`config.mk`:
```
export PLATFORM = sky130hd
export DESIGN_NAME = player_arbiter
export DESIGN_NICKNAME = d
export VERILOG_FILES = /design/src/rtl/player_arbiter.sv
export SDC_FILE = /design/constraint.sdc
export NUM_CORES = 1
export LEC_CHECK = 0
export CORE_MARGIN = 3
export CORE_UTILIZATION = 40
export DETAILED_ROUTE_END_ITERATION = 8
export SYNTH_ARGS = -nofsm -noshare
export SYNTH_HDL_FRONTEND = slang
export SYNTH_SLANG_ARGS = --single-unit
```
`constraint.sdc`:
```
create_clock -name clk -period 4.3 [get_ports clk]
set_clock_uncertainty 0.2 [all_clocks]
set_input_delay 0.86 -clock clk [delete_from_list [all_inputs] [get_ports clk]]
set_output_delay 0.86 -clock clk [all_outputs]
set_load 0.05 [all_outputs]
```
`src/rtl/player_arbiter.sv`:
```
// Turn and move scheduler for the two-board 2048 game: latches keypad requests,
// grants one move at a time to the move engine and drives the display mode word.
module player_arbiter #(
  parameter int TURN_TICKS   = 30,
  parameter int DONE_TIMEOUT = 255
) (
  input  logic       clk,
  input  logic       rst_n,
  input  logic       tick_i,
  input  logic [1:0] mode_sel_i,
  input  logic       restart_i,
  input  logic [3:0] req1_i,
  input  logic [3:0] req2_i,
  input  logic       move_done_i,
  input  logic       over1_i,
  input  logic       over2_i,
  output logic       move_start_o,
  output logic [3:0] move_dir_o,
  output logic       move_player_o,
  output logic [3:0] mode_o,
  output logic [4:0] turn_left_o,
  output logic [1:0] winner_o,
  output logic       err_o
);

  typedef enum logic [2:0] {IDLE, GRANT, ISSUE, WAIT_DONE, SWITCH, OVER} state_e;

  localparam logic [4:0] TURN_RELOAD = 5'(TURN_TICKS);
  localparam logic [7:0] WD_LAST     = 8'(DONE_TIMEOUT - 1);

  state_e     state_q;
  logic [1:0] modeSel_q;
  logic [3:0] slot1_q, slot2_q, slot1_d, slot2_d;
  logic       rr_q, turn_q;
  logic [4:0] turnLeft_q;
  logic [7:0] watchdog_q;
  logic [3:0] moveDir_q;
  logic       movePlayer_q;
  logic [1:0] winner_q;
  logic       err_q;

  logic       busy, versus, alternating, roundRobin;
  logic       gameOver, grantValid, grantPlayer, dispPlayer;
  logic [3:0] grantDir;
  logic       accept1, accept2;

  function automatic logic [3:0] prioReduce(input logic [3:0] r);
    logic [3:0] o;
    o = 4'b0000;
    if (r[3])      o = 4'b1000;
    else if (r[2]) o = 4'b0100;
    else if (r[1]) o = 4'b0010;
    else if (r[0]) o = 4'b0001;
    return o;
  endfunction

  always_comb begin
    busy        = (state_q == ISSUE) || (state_q == WAIT_DONE);
    versus      = modeSel_q[1];
    alternating = (modeSel_q == 2'b10);
    roundRobin  = (modeSel_q == 2'b11);

    if (versus) gameOver = over1_i | over2_i;
    else        gameOver = modeSel_q[0] ? over2_i : over1_i;

    grantPlayer = 1'b0;
    grantValid  = 1'b0;
    if (roundRobin) begin
      if ((slot1_q != 4'b0) && (slot2_q != 4'b0)) grantPlayer = rr_q;
      else                                         grantPlayer = (slot1_q == 4'b0);
      grantValid = (slot1_q != 4'b0) || (slot2_q != 4'b0);
    end else begin
      grantPlayer = alternating ? turn_q : modeSel_q[0];
      grantValid  = grantPlayer ? (slot2_q != 4'b0) : (slot1_q != 4'b0);
    end
    grantDir = grantPlayer ? slot2_q : slot1_q;

    // Drop requests into a full slot, from the in-flight player, or out of turn
    accept1 = (req1_i != 4'b0) && (slot1_q == 4'b0) && !(busy && !movePlayer_q)
              && !(alternating && turn_q);
    accept2 = (req2_i != 4'b0) && (slot2_q == 4'b0) && !(busy && movePlayer_q)
              && !(alternating && !turn_q);

    slot1_d = slot1_q;
    slot2_d = slot2_q;
    if (state_q == ISSUE && !movePlayer_q) slot1_d = 4'b0;
    if (state_q == ISSUE &&  movePlayer_q) slot2_d = 4'b0;
    if (accept1) slot1_d = prioReduce(req1_i);
    if (accept2) slot2_d = prioReduce(req2_i);

    if (busy)             dispPlayer = movePlayer_q;
    else if (alternating) dispPlayer = turn_q;
    else if (roundRobin)  dispPlayer = rr_q;
    else                  dispPlayer = modeSel_q[0];
  end

  always_ff @(posedge clk or negedge rst_n) begin
    if (!rst_n) begin
      state_q      <= IDLE;
      modeSel_q    <= 2'b00;
      slot1_q      <= 4'b0;
      slot2_q      <= 4'b0;
      rr_q         <= 1'b0;
      turn_q       <= 1'b0;
      turnLeft_q   <= TURN_RELOAD;
      watchdog_q   <= 8'd0;
      moveDir_q    <= 4'b0;
      movePlayer_q <= 1'b0;
      winner_q     <= 2'b00;
      err_q        <= 1'b0;
    end else begin
      slot1_q <= slot1_d;
      slot2_q <= slot2_d;
      if (restart_i) begin
        state_q    <= IDLE;
        winner_q   <= 2'b00;
        turnLeft_q <= TURN_RELOAD;
      end else begin
        case (state_q)
          IDLE: begin
            modeSel_q <= mode_sel_i;
            slot1_q   <= 4'b0;
            slot2_q   <= 4'b0;
            state_q   <= GRANT;
          end
          GRANT: begin
            if (gameOver) begin
              winner_q <= versus ? {over1_i, over2_i} : 2'b00;
              state_q  <= OVER;
            end else begin
              if (alternating && tick_i && turnLeft_q != 5'd0)
                turnLeft_q <= turnLeft_q - 5'd1;
              if (grantValid) begin
                moveDir_q    <= grantDir;
                movePlayer_q <= grantPlayer;
                state_q      <= ISSUE;
              end else if (alternating && tick_i && turnLeft_q == 5'd1) begin
                state_q <= SWITCH;
              end
            end
          end
          ISSUE: begin
            watchdog_q <= 8'd1;
            state_q    <= WAIT_DONE;
          end
          // Completion beats the watchdog when both land in the same cycle
          WAIT_DONE: begin
            if (move_done_i) begin
              state_q <= SWITCH;
            end else if (watchdog_q >= WD_LAST) begin
              err_q   <= 1'b1;
              state_q <= SWITCH;
            end else begin
              watchdog_q <= watchdog_q + 8'd1;
            end
          end
          SWITCH: begin
            if (roundRobin) rr_q <= ~movePlayer_q;
            if (alternating) begin
              turn_q     <= ~turn_q;
              turnLeft_q <= TURN_RELOAD;
            end
            state_q <= GRANT;
          end
          OVER:    state_q <= OVER;
          default: state_q <= IDLE;
        endcase
      end
    end
  end

  assign move_start_o  = (state_q == ISSUE);
  assign move_dir_o    = moveDir_q;
  assign move_player_o = movePlayer_q;
  assign mode_o        = {busy, state_q == OVER, modeSel_q[1], dispPlayer};
  assign turn_left_o   = turnLeft_q;
  assign winner_o      = winner_q;
  assign err_o         = err_q;

endmodule

```
==> results.json <==
{
  "die_w_um": 78.6,
  "cts.sinks": 36,
  "fin_ws_ns": 0.946,
  "clkPwrFrac_pct": 16.3,
  "min_path_type": "reg -> reg",
  "ys_warn_count": 0,
  "drtAntennaViolNets": 0,
  "layout_common_cells": "clkdlybuf4s50_1, dfrtp_1, nor2_1",
  "die_y_um": 78.6,
  "hold_start": "err_o$_DFFE_PN0P_",
  "combPwrFrac_pct": 48.1,
  "yosys_most_used_dff": "dfrtp_1",
  "leakage_nw": 1.07,
  "drive_gt1_share_pct": 15.7,
  "yosysUniqueCellTypes": 64,
  "fp-row-count": 25,
  "drt_wl_total_um": 4480,
  "antenna_cells": 0,
  "dpl-instance-area_mm2": 0.00245,
  "cts-root-buf": "clkbuf_8",
  "place.gp.congestion": 0.745,
  "path_clk_slew_ns": 0.08,
  "avgViaCountPerCell": 5.40,
  "p_per_area_mw_per_mm2": 721,
  "drtIter0Drc": 97,
  "drv_slew": 0,
  "ff2ff_path_depth": 7,
  "clk_latency_ns": 0.29,
  "status": "finished, final reports clean",
  "first_pass_iters": 4,
  "tightest_slew_ns": 0.650,
  "vdd_drop_max_mv": 0.323,
  "nFillCells": 466,
  "post_cts_buffers": 0,
  "cts_inserted_buffers": 5,
  "hold_depth": 1,
  "finalCritPeriodShare_pct": 78.0,
  "cts_hold_buf": 0,
  "syn-cell-area_mm2": 0.00211,
  "cts_tree": "done",
  "power.switching_mw": 0.840,
  "grt_pass1_vias": 1637,
  "power_mw": 1.85,
  "die-area_mm2": 0.00617,
  "ys_ff_latch": 36,
  "rr_startpoint": "watchdog_q[0]$_DFFE_PN0P_",
  "multiInputGateArea_mm2": 0.00108,
  "cts.path.max_buffers": 2,
  "start_kind": "flip-flop",
  "start_util_pct": 42.9,
  "rsz0062_at_grt": "false",
  "overflow": 0,
  "grt_max_degree": 37,
  "boundaryPins": 35,
  "design_area_mm2": 0.00256,
  "worstSetupPathType": "reg -> out",
  "mostFrequentLayoutCell": "clkdlybuf4s50_1",
  "crit_path_end_kind": "primary output",
  "synthesis.nets": 229,
  "coreArea_mm2": 0.00491,
  "seq_power_share_pct": 35.6,
  "routedWlPerCell_um": 14.5,
  "timing.rr.end": "watchdog_q[0]$_DFFE_PN0P_",
  "synth-edff-count": 0,
  "dp_hpwl_um": 3310,
  "finalCriticalPeriod_ns": 3.35,
  "vias": 1670,
  "report.final.setup_viol": 0,
  "p_int_mw": 1.01,
  "fmax_mhz": 298,
  "async_flop_share_pct": 100,
  "setup-tns-final_ns": 0,
  "route.detailed.drc": 0,
  "swShare_pct": 45.5,
  "ys_seq_area_share_pct": 43.0,
  "critPathRequiredTime_ns": 3.24,
  "maxCapViolations": 0,
  "seq_area_um2": 906,
  "htreeDepth": 2,
  "syn2layout_area_growth_pct": 21.7,
  "layout.nets": 262,
  "syn_inst": 208,
  "postSynthAreaPerCell_um2": 10.1,
  "grt_usage_pct": 15.5,
  "rrSetupSlack_ns": 2.13,
  "crit_arrival_ns": 2.29,
  "hold_viol": 0,
  "io_buffers": 34,
  "place_ws_ns": 1.27,
  "crit_fanout": 12,
  "grt_first_pass_wirelength_um": 7710,
  "ctsResizeCount": 0,
  "hold_end": "err_o$_DFFE_PN0P_",
  "grt_antenna_before_repair": 0,
  "slew_headroom_pct": 56.3
}
-- layer usage --
layer / routed length (um) / GRT usage (%) / up-vias
met5: 0 / 0 / -
met4: 57 / 4.72 / 0
met3: 167 / 3.44 / 7
met2: 2020 / 24.1 / 28
met1: 2240 / 21.6 / 790
li1: - / - / 845
-- power by group through the flow --
stage | combinational, mW | sequential (mW) | clock (mW)
after global placement | 0.884 | 0.667 | 0
final | 0.888 | 0.658 | 0.301
after global routing | 0.968 | 0.683 | 0.320
after detailed placement | 0.886 | 0.666 | 0
after CTS | 0.893 | 0.659 | 0.309
after floorplan | 0.641 | 0.710 | 0
-- critical path, stage by stage, from the launching register on --
cell	delay (ns)
dfrtp_1	0.60
nand2b_2	0.26
inv_2	0.07
o21ai_0	0.22
clkdlybuf4s50_1	0.85
-- synthesized netlist by cell type (all sizes together), types with 3 or more instances --
| master | n | area [um2] |
|---|---|---|
| and2 | 3 | 21.3 |
| o21ai | 14 | 70.1 |
| mux2 | 4 | 48.8 |
| dfrtp | 32 | 801 |
| buf | 8 | 72.6 |
| nand2b | 4 | 30.0 |
| nor3 | 9 | 61.3 |
| and3 | 3 | 18.8 |
| a21o | 4 | 31.3 |
| a32oi | 4 | 35.0 |
| a31oi | 8 | 50.1 |
| a21oi | 8 | 47.6 |
| o2111ai | 3 | 26.3 |
| nor2 | 23 | 86.3 |
| inv | 8 | 30.0 |
| nand2 | 16 | 60.1 |
| or3 | 3 | 18.8 |
| nor4 | 5 | 67.6 |
| a22oi | 7 | 66.3 |
| ha | 4 | 50.1 |
| dfstp | 4 | 105 |
-- cells by family (layout without fill, tap and decap cells) --
| group | after synthesis | after routing | share of synthesized area, % |
|---|---|---|---|
| flip-flops | 36 | 36 | 43.0 |
| adder cells (fa/ha/maj) | 4 | 4 | 2.38 |
| AO/OA/AOI/OAI | 63 | 63 | 22.2 |
| multiplexers | 6 | 6 | 3.27 |
| buffers and inverters | 17 | 51 | 5.52 |
| AND/OR/NAND/NOR | 81 | 81 | 23.2 |
| XOR/XNOR | 1 | 1 | 0.416 |
-- layout make-up --
cell class | instances | area share (%)
clock buffer | 5 | 2.68
tap | 67 | 3.27
inverter | 8 | 1.17
timing repair buffer | 35 | 13.6
multi-input combinational | 155 | 42.3
sequential | 36 | 35.3
clock inverter | 3 | 1.66
-- how the worst max path moves through the flow --
stage                                    startpoint                         to
after floorplan           move_player_o$_DFFE_PN0P_                  mode_o[0]
after global placement       state_q[2]$_DFFE_PN0P_                  mode_o[0]
after detailed placement                  restart_i  move_player_o$_DFFE_PN0P_
after CTS                    state_q[2]$_DFFE_PN0P_                  mode_o[0]
after global routing         state_q[2]$_DFFE_PN0P_               move_start_o
final                        state_q[2]$_DFFE_PN0P_                  mode_o[0]
-- state kept, by name (all words and copies together) (netlist names), 2 cells and up --
| signal | cells |
|---|---|
| slot1_q | 4 |
| move_dir_o | 4 |
| slot2_q | 4 |
| state_q | 3 |
| watchdog_q | 8 |
| turn_left_o | 5 |
| modeSel_q | 2 |
| winner_o | 2 |
-- through the flow --
stage | util (%) | std cells | hold WS [ns]
2_1_floorplan | - | 208 | 0.241
3_3_place_gp | 49.9 | 301 | 0.249
3_5_place_dp | 49.9 | 301 | 0.246
4_1_cts | 52.2 | 309 | 0.269
5_1_grt | 52.2 | 309 | 0.298
6_report | 52.2 | 309 | 0.262
Note: power is estimated with default switching activity, not from simulation.
